File: config.mk
export PLATFORM = sky130hd
export DESIGN_NAME = b7_counter
export DESIGN_NICKNAME = d
export VERILOG_FILES = /design/src/rtl/b7_counter_pkg.sv /design/src/rtl/b7_counter_digit.sv /design/src/rtl/b7_counter.sv
export SDC_FILE = /design/constraint.sdc
export NUM_CORES = 1
export LEC_CHECK = 0
export CAP_MARGIN = 30
export CORE_MARGIN = 1.5
export CORE_UTILIZATION = 50
export DETAILED_ROUTE_END_ITERATION = 6
export DONT_BUFFER_PORTS = 1
export SYNTH_ARGS = -nofsm -noshare
export SYNTH_HDL_FRONTEND = slang
export SYNTH_SLANG_ARGS = --single-unit
File: constraint.sdc
create_clock -name CLK -period 2.35 [get_ports CLK]
set_input_delay 0.47 -clock CLK [delete_from_list [all_inputs] [get_ports CLK]]
set_output_delay 0.47 -clock CLK [all_outputs]
set_load 0.01 [all_outputs]
File: src/rtl/b7_counter_pkg.sv
// Shared widths, constants and BCD helpers for the two-digit BCD counter.
package b7_counter_pkg;

    localparam int BCD_W   = 4;
    localparam int PRESC_W = 16;

    localparam logic [BCD_W-1:0] BCD_MAX = 4'd9;

    typedef logic [2*BCD_W-1:0] bcd2_t;

    function automatic bcd2_t to_bcd2(input int v);
        logic [BCD_W-1:0] tens;
        logic [BCD_W-1:0] ones;
        tens = BCD_W'(v / 10);
        ones = BCD_W'(v % 10);
        return {tens, ones};
    endfunction

endpackage

File: src/rtl/b7_counter_digit.sv
// One BCD digit: counts 0..9 on inc, synchronous clear, carry out at 9.
module bcd_digit
    import b7_counter_pkg::*;
(
    input  logic             CLK,
    input  logic             RST,
    input  logic             inc,
    input  logic             clr,
    output logic [BCD_W-1:0] q,
    output logic             co
);

    assign co = inc & (q == BCD_MAX);

    // Any code above 9 falls back to 0 on its next increment.
    always_ff @(posedge CLK or negedge RST) begin
        if (!RST) begin
            q <= '0;
        end else if (clr) begin
            q <= '0;
        end else if (inc) begin
            q <= (q >= BCD_MAX) ? '0 : q + BCD_W'(1);
        end
    end

endmodule

File: src/rtl/b7_counter.sv
// Free-running two-digit BCD up-counter with prescaler and modulus wrap.
module b7_counter
    import b7_counter_pkg::*;
#(
    parameter int MODULUS = 100,
    parameter int DIV     = 1
) (
    input  logic             CLK,
    input  logic             RST,
    output logic [BCD_W-1:0] bcd_0,
    output logic [BCD_W-1:0] bcd_1
);

    if (MODULUS < 2 || MODULUS > 100 || DIV < 1 || DIV > 65536) begin : g_bad_param
        $error("b7_counter: MODULUS must be 2..100 and DIV 1..65536");
    end

    localparam logic [PRESC_W-1:0] PRESC_LAST = PRESC_W'(DIV - 1);
    localparam bcd2_t              WRAP_AT    = to_bcd2(MODULUS - 1);

    logic [PRESC_W-1:0] presc;
    logic               tick;
    logic               wrap;
    logic               roll;
    logic               co_0;
    logic               co_1;
    logic               clr_1;

    // With DIV=1 presc stays at 0, so tick is permanently high.
    assign tick = (presc == PRESC_LAST);

    always_ff @(posedge CLK or negedge RST) begin
        if (!RST) begin
            presc <= '0;
        end else if (tick) begin
            presc <= '0;
        end else begin
            presc <= presc + PRESC_W'(1);
        end
    end

    assign wrap  = tick & ({bcd_1, bcd_0} == WRAP_AT);
    assign roll  = wrap | co_1;
    assign clr_1 = roll | (tick & (bcd_1 > BCD_MAX));

    bcd_digit u_ones (
        .CLK (CLK),
        .RST (RST),
        .inc (tick),
        .clr (roll),
        .q   (bcd_0),
        .co  (co_0)
    );

    bcd_digit u_tens (
        .CLK (CLK),
        .RST (RST),
        .inc (co_0),
        .clr (clr_1),
        .q   (bcd_1),
        .co  (co_1)
    );

endmodule

==> out/results.ini, run 1 <==
[route]
wl_microns = 2190
detail-route-antenna-nets = 0
wl_per_cell_microns = 13.5
via_count = 883
viasPerCell = 5.45
drt_iter0_markers = 22
dr.pass1.iters = 4
drc = 0

[synthesis]
syn-instance-count = 124
async_flop_share = 1.00
synth-edff-count = 0
synth_area_sq_um = 1260
avgSynthCellArea_sq_um = 10.2
synth.distinct_cells = 31
synthesis.nets = 134
synthFlopType = dfrtp_1
seq_area_frac_synth = 0.477
synth-warning-count = 0
ys_ff_latch = 24

[global_route]
grt_pass1_wl_microns = 4000
grt_pass1_vias = 874
grt_usage = 0.196
grt_max_degree = 25
grt-ovfl-total = 0
antenna_found_initial = 0

[sta]
hold_ws_ns = 0.474
fmax_ghz = 0.455
period_needed_ns = 2.20
tightest_slew_ns = 0.444
fin_setup_tns_ns = 0
rsz0062_at_grt = no
max_slew_margin = 0.703
setup_violations = 0
hold_viol = 0
skew_ns = 0.00684
post-route-period-util = 0.935
maxSlewViolCount = 0

[place]
gp_congestion = 0.778
dpl.cell_count = 157
dp_hpwl_microns = 1530
place_area_sq_um = 1320
port_buffers = 0

[final_layout]
final_area_sq_um = 1360
nets = 144
layout-drive-gt1-share = 0.106
diodes = 0
fin_cells = 162
n_fill_cell = 225
syn2layout_area_growth_pct = 8.24

[worst_setup_path]
cp_max_fo = 9
required_ns = 2.61
cp_data_arrival_time_ns = 2.46
rrSetupSlack_ns = 0.15
worst_setup_path_end_kind = register
cp-start-kind = register
worstSetupPathType = register to register
r2r_cells = 6

[clock_tree]
cts_setup_buffers = 0
clockRootBuffer = clkbuf_4
hold_buffers = 1
ctsResizeCount = 0
htree_levels = 1
numCtsBuffers = 3
clock-sinks = 24
path_clk_slew_ns = 0.13
cts_tree = done
cts_buffer_depth = 2
clk_latency_ns = 0.31

[worst_hold_path]
hp-class = register to register
hold_path_depth = 1

[floorplan]
row_count = 18
core-area_sq_um = 2430
initial_utilization = 0.518
dieArea_sq_um = 2830
die_w_microns = 53.2
pin_count = 10
die_y_microns = 53.2

[pwr]
ir_drop_uv = 392
p_total_w = 0.000600
cellPowerDensity_nw_per_um2 = 440
p_leak_nw = 0.631

[status]
outcome = completed

[run]
drv_cap = 0

synthesized netlist by cell type, drive strengths merged (2+ instances only):
cell | instances | area (sq um)
and3 | 2 | 12.5
dfrtp | 24 | 601
ha | 8 | 100
inv | 9 | 33.8
nand2 | 10 | 37.5
nand3 | 8 | 40.0
nand4 | 5 | 31.3
nor2 | 11 | 41.3
nor3 | 2 | 10.0
o21ai | 9 | 45.0
o31ai | 2 | 15.0
or3 | 3 | 20.0
or4 | 3 | 30.0
xnor2 | 12 | 105
xor2 | 2 | 17.5
kinds of logic after synthesis:
group                    share of synthesized area
adder cells (fa/ha/maj)                     0.0794
AO/OA/AOI/OAI                               0.0645
flip-flops                                   0.477
AND/OR/NAND/NOR                              0.238
XOR/XNOR                                    0.0973
buffers and inverters                       0.0357
multiplexers                               0.00794
sequential cells by signal, indices dropped and copies added (netlist names):
name / cells
presc: 16
u_ones.q: 4
u_tens.q: 4
layer usage:
layer  GRT usage  wire length, microns  up-vias  part of all wire
met1       0.309                  1210      426              0.55
li1            -                     -      445                 -
met5           0                     0        -                 0
met2       0.267                   915        8              0.42
met4      0.0769                    22        0             0.010
met3      0.0254                    43        4             0.020
stage by stage:
step	worst slack (ns)	util
after floorplan	0.171	-
after global placement	0.216	0.541
after detailed placement	0.179	0.541
after CTS	0.150	0.555
after global routing	0.00615	0.561
final	0.152	0.561
critical path: stages, from the launching register on:
cell,delay (ns)
dfrtp_1,0.46
inv_1,0.08
ha_1,0.12
or4b_1,0.47
or4_4,0.56
or3_1,0.38
nand3_1,0.08
cell type report:
cell class / instances / area, sq um / area share
sequential: 24 / 601 / 0.440
inverter: 9 / 33.8 / 0.0248
tap: 30 / 37.5 / 0.0275
multi-input combinational: 90 / 614 / 0.450
clock buffer: 3 / 22.5 / 0.0165
timing repair buffer: 6 / 55.1 / 0.0404
power by group:
group          switching, W  internal [W]
Sequential                0      0.000413
Combinational    0.00000826    0.00000342
Clock              0.000115     0.0000599
Total              0.000124      0.000476
final timing paths:
kind	start	endpoint
hold reg to reg	presc[15]	presc[15]
hold / removal	presc[15]	presc[15]
max in group asynchronous	RST	presc[11]
min in group asynchronous	RST	u_tens.q[2]
setup reg to reg	presc[1]	u_tens.q[2]
setup / recovery	presc[1]	u_tens.q[2]
cell usage in the layout, fill, tap and decap left out, types with 2 or more instances in the layout:
| master | netlist | layout |
|---|---|---|
| o21ai_0 | 9 | 9 |
| buf_4 | 0 | 4 |
| nand3_1 | 8 | 8 |
| nand2_1 | 10 | 10 |
| ha_1 | 8 | 8 |
| or4_4 | 2 | 2 |
| o31ai_1 | 2 | 2 |
| or3_1 | 2 | 2 |
| dfrtp_1 | 24 | 24 |
| inv_1 | 9 | 9 |
| and3_1 | 2 | 2 |
| nor2_1 | 11 | 11 |
| nand4_1 | 5 | 5 |
| nor3_1 | 2 | 2 |
| xnor2_1 | 12 | 12 |
| clkbuf_4 | 0 | 3 |
| xor2_1 | 2 | 2 |
Power figures use the tool's default switching activity.
==> run 2: changes to the inputs <==
- HOLD_SLACK_MARGIN: default -> 0.08
==> results of run 2 <==
Final layout, timing and power as in run 1 (identical DEF).
==> run 3: changes to the inputs <==
- REMOVE_ABC_BUFFERS: default -> 1
==> out/results.ini, run 3 (synthesized netlist as in run 1, its figures left out) <==
[status]
outcome = completed

[worst_setup_path]
required_ns = 2.60  ; about the same
cp_data_arrival_time_ns = 2.45  ; about the same
cp_max_fo = 9  ; unchanged
worst_setup_path_end_kind = register
cp-start-kind = register
r2r_cells = 6  ; unchanged
worstSetupPathType = register to register

[sta]
fin_setup_tns_ns = 0  ; unchanged
hold_viol = 0  ; unchanged
setup_violations = 0  ; unchanged
tightest_slew_ns = 0.385  ; -0.0591 ns
maxSlewViolCount = 0  ; unchanged
fmax_ghz = 0.455  ; about the same
setup_ws_ns = 0.152  ; -0.0000700 ns
skew_ns = 0.00528  ; -0.00156 ns
max_slew_margin = 0.741  ; +0.0382
rsz0062_at_grt = no
post-route-period-util = 0.935  ; about the same
period_needed_ns = 2.20  ; +0.0000700 ns

[route]
detail-route-antenna-nets = 0  ; unchanged
drt_iter0_markers = 11  ; -50%
wl_microns = 2210  ; +0.96%
via_count = 870  ; -1.5%
dr.pass1.iters = 4  ; unchanged
viasPerCell = 5.37  ; -1.5%
drc = 0  ; unchanged
wl_per_cell_microns = 13.6  ; +0.96%

[floorplan]
dieArea_sq_um = 2830  ; unchanged
row_count = 18  ; unchanged
initial_utilization = 0.518  ; unchanged
die_y_microns = 53.2  ; unchanged
pin_count = 10  ; unchanged
core-area_sq_um = 2430  ; unchanged
die_w_microns = 53.2  ; unchanged

[final_layout]
final_cell_mix = 24 x dfrtp_1, 12 x xnor2_1, 11 x nor2_1, 10 x nand2_1
diodes = 0  ; unchanged
top_register = presc
n_fill_cell = 217  ; -3.6%
final_area_sq_um = 1360  ; unchanged
regArea_sq_um = 601  ; unchanged
layout-drive-gt1-share = 0.106  ; unchanged
nets = 144  ; unchanged
multi_input_area_sq_um = 614  ; unchanged
largestRegisters = presc x16, u_ones.q x4, u_tens.q x4
largest_reg_flops = 16  ; unchanged
final_common_cell = dfrtp_1
syn2layout_area_growth_pct = 8.24  ; unchanged

[place]
port_buffers = 0  ; unchanged
dp_hpwl_microns = 1630  ; +6.1%
gp_congestion = 0.774  ; -0.59%
place_area_sq_um = 1320  ; unchanged
place_ws_ns = 0.173  ; -0.00557 ns

[global_route]
grt_pass1_vias = 907  ; +3.8%
antenna_found_initial = 0  ; unchanged
grt_pass1_wl_microns = 3910  ; -2.4%
grt_max_degree = 25  ; unchanged
grt_usage = 0.191  ; -0.00537
grt-ovfl-total = 0  ; unchanged

[clock_tree]
clock-sinks = 24  ; unchanged
htree_levels = 1  ; unchanged
cts_buffer_depth = 2  ; unchanged
clockRootBuffer = clkbuf_4
clk_latency_ns = 0.31  ; about the same
path_clk_slew_ns = 0.12  ; about the same
ctsResizeCount = 0  ; unchanged
cts_tree = done
numCtsBuffers = 3  ; unchanged

[pwr]
cellPowerDensity_nw_per_um2 = 439  ; -0.22%
p_leak_nw = 0.631  ; unchanged
ir_drop_uv = 299  ; -24%
p_total_w = 0.000598  ; -0.22%

[worst_hold_path]
hp-class = primary input to asynchronous set/reset pin

[run]
drv_cap = 0  ; unchanged

==> run 3: worst paths after layout <==
kind	endpoint	startpoint	slack, ns
min	u_tens.q[0]	RST	0.43
max reg2reg	u_tens.q[2]	presc[1]	0.15
max in group asynchronous	presc[4]	RST	1.52
max	u_tens.q[2]	presc[1]	0.15
min reg2reg	presc[15]	presc[15]	0.48
min in group CLK	presc[15]	presc[15]	0.48
==> run 3: per-layer routing <==
| metal | wire length, microns | share of wire | GRT usage |
|---|---|---|---|
| met4 | 12 | 0.0054 | 0.0641 |
| met2 | 971 | 0.44 | 0.288 |
| met1 | 1180 | 0.54 | 0.273 |
| met3 | 41 | 0.019 | 0.0339 |
| met5 | 0 | 0 | 0 |
==> run 3: critical path, stage by stage, from the launching register on <==
cell,delay [ns]
dfrtp_1,0.45
inv_1,0.07
ha_1,0.12
or4b_1,0.47
or4_4,0.56
or3_1,0.38
nand3_1,0.09
==> run 3: timing repair <==
action,in CTS,in global routing
hold endpoints to repair,24,0
hold buffers,1,0
setup buffers,0,0
==> run 3: final cells by class <==
cell class / count / area share
tap: 30 / 0.0275
clock buffer: 3 / 0.0165
sequential: 24 / 0.440
multi-input combinational: 90 / 0.450
inverter: 9 / 0.0248
timing repair buffer: 6 / 0.0404
==> run 3: metrics by stage <==
step / util / std cells / hold WS, ns
CTS: 0.555 / 161 / 0.486
global placement: 0.541 / 157 / 0.175
floorplan: - / 123 / 0.174
finish: 0.561 / 162 / 0.426
global route: 0.561 / 162 / 0.431
detailed placement: 0.541 / 157 / 0.175
==> run 3: power by group <==
part           internal (W)  switching [W]
logic            0.00000344     0.00000798
clock network     0.0000598       0.000114
registers          0.000413              0
